`src/rtl/float_class_pipe.sv`:
```
// Streaming IEEE-754 operand classifier with a two-stage valid/ready pipeline.
// Reports a one-hot class plus sign/quiet-NaN flags and keeps saturating per-class counters.
module float_class_pipe #(
    parameter int EXP_W  = 8,
    parameter int FRAC_W = 23,
    parameter int CNT_W  = 16
) (
    input  logic                    clk,
    input  logic                    reset_n,
    input  logic                    in_valid,
    output logic                    in_ready,
    input  logic [EXP_W+FRAC_W:0]   in_num,
    output logic                    out_valid,
    input  logic                    out_ready,
    output logic [4:0]              out_type,
    output logic                    out_sign,
    output logic                    out_qnan,
    input  logic                    cnt_clr,
    input  logic [2:0]              cnt_sel,
    output logic [CNT_W-1:0]        cnt_val
);
    localparam int NUM_W = 1 + EXP_W + FRAC_W;
    localparam int NCLS  = 5;
    localparam logic [CNT_W-1:0] CNT_MAX = '1;

    logic               in_sign;
    logic [EXP_W-1:0]   in_exp;
    logic [FRAC_W-1:0]  in_frac;

    logic s1_v_reg, s1_sign_reg, s1_exp_all1_reg, s1_exp_all0_reg;
    logic s1_frac_zero_reg, s1_frac_msb_reg;
    logic out_valid_reg, out_sign_reg, out_qnan_reg;
    logic [4:0] out_type_reg;
    logic [4:0] type_next;
    logic       qnan_next;
    logic s1_adv, s2_adv, out_hs;
    logic [NCLS-1:0][CNT_W-1:0] cnt_all;

    assign in_sign = in_num[NUM_W-1];
    assign in_exp  = in_num[FRAC_W +: EXP_W];
    assign in_frac = in_num[FRAC_W-1:0];

    assign s2_adv   = s1_v_reg && (!out_valid_reg || out_ready);
    assign in_ready = !s1_v_reg || s2_adv;
    assign s1_adv   = in_valid && in_ready;
    assign out_hs   = out_valid_reg && out_ready;

    assign out_valid = out_valid_reg;
    assign out_type  = out_type_reg;
    assign out_sign  = out_sign_reg;
    assign out_qnan  = out_qnan_reg;

    // Stage 1 only captures reduction flags so stage 2 never touches the wide operand.
    always_ff @(posedge clk or negedge reset_n) begin
        if (!reset_n) begin
            s1_v_reg         <= 1'b0;
            s1_sign_reg      <= 1'b0;
            s1_exp_all1_reg  <= 1'b0;
            s1_exp_all0_reg  <= 1'b0;
            s1_frac_zero_reg <= 1'b0;
            s1_frac_msb_reg  <= 1'b0;
        end else begin
            s1_v_reg <= s1_adv || (s1_v_reg && !s2_adv);
            if (s1_adv) begin
                s1_sign_reg      <= in_sign;
                s1_exp_all1_reg  <= &in_exp;
                s1_exp_all0_reg  <= ~|in_exp;
                s1_frac_zero_reg <= ~|in_frac;
                s1_frac_msb_reg  <= in_frac[FRAC_W-1];
            end
        end
    end

    always_comb begin
        type_next = 5'b00010;
        qnan_next = 1'b0;
        if (s1_exp_all1_reg) begin
            type_next = s1_frac_zero_reg ? 5'b01000 : 5'b10000;
            qnan_next = !s1_frac_zero_reg && s1_frac_msb_reg;
        end else if (s1_exp_all0_reg) begin
            type_next = s1_frac_zero_reg ? 5'b00001 : 5'b00100;
        end
    end

    always_ff @(posedge clk or negedge reset_n) begin
        if (!reset_n) begin
            out_valid_reg <= 1'b0;
            out_type_reg  <= 5'b0;
            out_sign_reg  <= 1'b0;
            out_qnan_reg  <= 1'b0;
        end else begin
            out_valid_reg <= s2_adv || (out_valid_reg && !out_ready);
            if (s2_adv) begin
                out_type_reg <= type_next;
                out_sign_reg <= s1_sign_reg;
                out_qnan_reg <= qnan_next;
            end
        end
    end

    // Clear has priority over a same-cycle increment; counters stick at all-ones.
    genvar gi;
    generate
        for (gi = 0; gi < NCLS; gi++) begin : g_cnt
            logic [CNT_W-1:0] cnt_reg;
            always_ff @(posedge clk or negedge reset_n) begin
                if (!reset_n) begin
                    cnt_reg <= '0;
                end else if (cnt_clr) begin
                    cnt_reg <= '0;
                end else if (out_hs && out_type_reg[gi] && (cnt_reg != CNT_MAX)) begin
                    cnt_reg <= cnt_reg + 1'b1;
                end
            end
            assign cnt_all[gi] = cnt_reg;
        end
    endgenerate

    always_comb begin
        cnt_val = '0;
        case (cnt_sel)
            3'd0:    cnt_val = cnt_all[0];
            3'd1:    cnt_val = cnt_all[1];
            3'd2:    cnt_val = cnt_all[2];
            3'd3:    cnt_val = cnt_all[3];
            3'd4:    cnt_val = cnt_all[4];
            default: cnt_val = '0;
        endcase
    end
endmodule
```
`config.mk`:
```
export PLATFORM = sky130hd
export DESIGN_NAME = float_class_pipe
export DESIGN_NICKNAME = d
export VERILOG_FILES = /design/src/rtl/float_class_pipe.sv
export SDC_FILE = /design/constraint.sdc
export NUM_CORES = 1
export LEC_CHECK = 0
export CORE_ASPECT_RATIO = 1.4
export CORE_MARGIN = 8
export CORE_UTILIZATION = 69
export DETAILED_ROUTE_END_ITERATION = 8
export DONT_BUFFER_PORTS = 1
export GPL_TIMING_DRIVEN = 0
export PLACE_DENSITY = 0.9
export REMOVE_ABC_BUFFERS = 1
export SLEW_MARGIN = 20
export SYNTH_ARGS = -nofsm -noshare
export SYNTH_HDL_FRONTEND = slang
export SYNTH_SLANG_ARGS = --single-unit
export TNS_END_PERCENT = 30
```
`constraint.sdc`:
```
create_clock -name clk -period 3.54 [get_ports clk]
set_input_delay 0.708 -clock clk [delete_from_list [all_inputs] [get_ports clk]]
set_output_delay 0.708 -clock clk [all_outputs]
set_load 0.03 [all_outputs]
```
Word level (Yosys, flattened, before mapping). Cells that the tools add are included.

Register bits: 94. Logic and storage cells: 81. Input bits: 40. Output and inout bits: 25.

Equal/unequal tests: 9. Add/sub/neg operators: 5. Mux-type cells: 16. Reduce and logical (&&, ||, !) cells: 36.

Operators by type and width (number): $mux 16 (10); $add 16x1->16 const B (5); $ne 16x16->1 const B (5); $pmux 16 s5 (1); $reduce_or 23->1 (1); $logic_and 1x1->1 (16); $mux 5 (2); $reduce_bool 2->1 (5); $reduce_and 8->1 (1); $reduce_or 8->1 (1); $logic_not 1->1 (7); $eq 3x2->1 const B (2); $mux 3 (2); $logic_or 1x1->1 (4); $eq 3x1->1 const B (1); $eq 3x3->1 const B (1); $logic_not 3->1 (1); $mux 1 (1).

Logic depth before layout (Yosys ltp).
Depth in word-level cells: 6. Gate-level depth with buffers: 7.

Least setup slack after synthesis. OpenSTA, ideal clock, no wires.

Kind: in2out. Start: input port cnt_sel[2]. End: output port cnt_val[10]. Path slack: 602 ps. Buffers on the path: 2. Stages on the path: 6. Arrival time: 2230 ps. Cell sequence: clkbuf_1 -> inv_1 -> nor2_1 -> clkbuf_1 -> a22oi_1 -> o22ai_1.

Word-level cells in the longest chain between the ends: 2. Elaborated cells between the ends (all ways): 6.

RTL lines: start, declared (line 19) `input logic [2:0] cnt_sel,`; $eq 3x3->1 (tied with other cells) (line 121) `case (cnt_sel)`; $pmux 16 s5 (*) (line 121); end, declared (line 20) `output logic [CNT_W-1:0] cnt_val`.

Every way passes the cells marked *; elsewhere a longest branch is shown, timed or not.

Worst setup path after layout.
Start: input port cnt_sel[2]. End: output port cnt_val[5].

The elaborated chain is that of the path after synthesis.

==> impl_metrics.py <==
metrics = {
    "final_layout": {
        "mostFrequentLayoutCell": "dfrtp_1",
        "syn_to_final_growth_pct": 5.673,
        "antenna_cells": 0,
        "final_cell_mix": "dfrtp_1, a21oi_1, nand2_1",
        "fillCellCount": 564,
        "largest_reg_flops": 80,
        "fin_nets": 660,
        "layout-drive-gt1-share_pct": 9.355,
        "multi_input_area_mm2": 0.003277,
        "regArea_mm2": 0.002352,
    },
    "floorplan": {
        "core_area_mm2": 0.008149,
        "start_util_pct": 71.18,
        "ios": 65,
        "die_height_um": 124.5,
        "rows": 39,
        "die_w_um": 93.49,
        "die-area_mm2": 0.01164,
    },
    "hold_path": {
        "hp-class": "in -> async",
    },
    "logic_synthesis": {
        "synthArstFlopShare_pct": 100.0,
        "yosysTopAreaCellShare_pct": 40.55,
        "synthCells": 638,
        "yosysTopAreaCell": "dfrtp_1",
        "synth.distinct_cells": 53,
        "seq_area_frac_synth_pct": 40.55,
        "synth_edf_count": 0,
        "synth-seq-cells": 94,
        "synth_area_per_cell_um2": 9.092,
        "synthTopCellsByArea": "dfrtp_1, mux2_2, a21oi_1",
        "ys_warn_count": 0,
        "synth_ff_type": "dfrtp_1",
        "synth_area_mm2": 0.005801,
    },
    "grt": {
        "track_usage_pct": 26.61,
        "grt-ovfl-total": 0,
        "first_global_vias": 5204,
        "antenna_found_initial": 0,
        "grt_max_degree": 95,
        "grt_pass1_wl_mm": 25.27,
    },
    "cts": {
        "cts_setup_buffers": 0,
        "post_cts_resized": 0,
        "clock_tree.root_cell": "clkbuf_16",
        "cts_buffers": 9,
        "cts.sinks": 94,
        "clkSlewWorstSetupHoldPaths_ps": 70,
        "holdBufCountCts": 0,
        "cts_tree": "done",
        "htreeDepth": 3,
        "clkLatencyLatePin_ps": 340,
        "cts_buffer_depth": 2,
    },
    "power_and_ir_drop": {
        "switching_power_w": 0.0004566,
        "pwr_density_cell_mw_per_mm2": 359.1,
        "power_frac_clock_pct": 46.9,
        "seqPwrFrac_pct": 50.7,
        "power.internal_w": 0.001744,
        "netSwitchingFraction_pct": 20.74,
        "p_total_w": 0.002201,
        "ir_drop_mv": 0.3353,
        "pwr-share-comb_pct": 2.4,
        "cellLeakagePower_nw": 2.186,
    },
    "worst_setup_path": {
        "worstPathMaxFanout": 19,
        "crit_required_ps": 2830,
        "reg2reg_slack_ps": 1150,
        "rr_endpoint": "g_cnt[1].cnt_reg[15]$_DFFE_PN0P_",
        "r2r_start": "out_valid$_DFF_PN0_",
        "cp-start-kind": "primary input",
        "critPathCaptureType": "output port",
        "critical_path.startpoint": "cnt_sel[2]",
        "r2r_cells": 4,
        "path_class": "in -> out",
        "cp.arrival_ps": 2380,
    },
    "sta": {
        "setup-violations-final": 0,
        "rsz0062_at_grt": "no",
        "maxSlewViolCount": 0,
        "period_share_pct": 87.34,
        "fmax_mhz": 323.4,
        "final.setup.tns_ps": 0,
        "post-route-min-period_ps": 3092,
        "fin_ws_ps": 448.3,
        "hold_slack_ps": 55.26,
        "finalHoldViolations": 0,
        "clock_skew_ps": 9.935,
        "tightest_slew_ps": 903.5,
        "maxSlewHeadroom_pct": 39.54,
    },
    "routing": {
        "wirelength_mm": 15.42,
        "drc": 0,
        "drtAntennaViolNets": 0,
        "first_iter_violations": 577,
        "wl_met1_mm": 5.762,
        "wl_per_cell_um": 21.35,
        "wl_met2_mm": 7.658,
        "first_pass_iters": 8,
        "topRoutingLayerUsed": "met4",
        "vias": 5520,
        "viasPerCell": 7.645,
        "met3_wirelength_mm": 1.254,
    },
    "run": {
        "drv_cap": 0,
    },
    "placed_design": {
        "pre_cts_ws_ps": 542.4,
        "gp_congestion": 0.8795,
        "dp_hpwl_mm": 10.70,
        "port_buffers": 0,
    },
    "status": {
        "status": "completed",
    },
}
-- cell type report --
cell class / count / area share, %
multi-input cells: 496 / 53.46
flip-flops and latches: 94 / 38.38
clock buffers: 12 / 4.021
well taps: 102 / 2.082
clock inverters: 4 / 1.143
inverters: 13 / 0.7961
repair buffers: 1 / 0.1225
-- worst max-delay path: stages --
cell and delay [ps]:
inv_1 30, nor2_1 650, a22oi_1 270, o22ai_1 720
-- cells by family after synthesis --
family | Yosys count | share of synthesized area [%]
multiplexers | 32 | 6.083
AND/OR/NAND/NOR | 261 | 26.77
adder cells (fa/ha/maj) | 5 | 1.079
AO/OA/AOI/OAI | 195 | 21.81
flip-flops | 94 | 40.55
buffers and inverters | 48 | 3.257
XOR/XNOR | 3 | 0.4531
-- metal layers --
layer  vias to the layer above  track usage, %
met5                         -               0
met4                         0           15.05
met3                        55           4.524
met2                       304           43.09
met1                      2683           32.29
li1                       2478               -
-- synthesized netlist by cell type (all sizes together), types with 5 or more instances --
cell,n
nor2,25
o22ai,16
nor2b,10
inv,12
mux2i,6
mux2,26
nand4,33
buf,7
and4,11
and3,7
a22oi,30
ha,5
o41ai,9
a21oi,55
nand2,47
o21a,5
nand3,27
o31ai,33
clkbuf,28
nor4,20
o21ai,30
nor3,7
dfrtp,94
or4,31
or3,24
-- through the flow --
step | utilization (%) | area [um2] | cells
after floorplan | - | 5660 | 603
after global placement | 71.03 | 5788 | 705
after detailed placement | 71.20 | 5802 | 706
after CTS | 75.08 | 6118 | 722
after global routing | 75.22 | 6130 | 722
final | 75.22 | 6130 | 722
-- how the worst max path moves through the flow --
| stage | slack, ps | end | depth (start not counted) |
|---|---|---|---|
| 6_report | 450 | cnt_val[5] | 4 |
| 3_3_place_gp | 570 | g_cnt[0].cnt_reg[1]$_DFFE_PN0P_ | 5 |
| 5_1_grt | 410 | cnt_val[5] | 4 |
| 4_1_cts | 540 | cnt_val[5] | 4 |
| 2_1_floorplan | 870 | cnt_val[0] | 4 |
| 3_5_place_dp | 540 | cnt_val[5] | 4 |
-- power by group through the flow --
stage	Sequential (W)	Clock, W	Combinational, W
finish	0.00112	0.00103	0.0000527
global route	0.00112	0.00109	0.0000572
CTS	0.00111	0.00105	0.0000527
detailed placement	0.00113	0	0.0000525
global placement	0.00113	0	0.0000494
floorplan	0.00113	0	0.0000437
(Power assumes the default switching activity.)
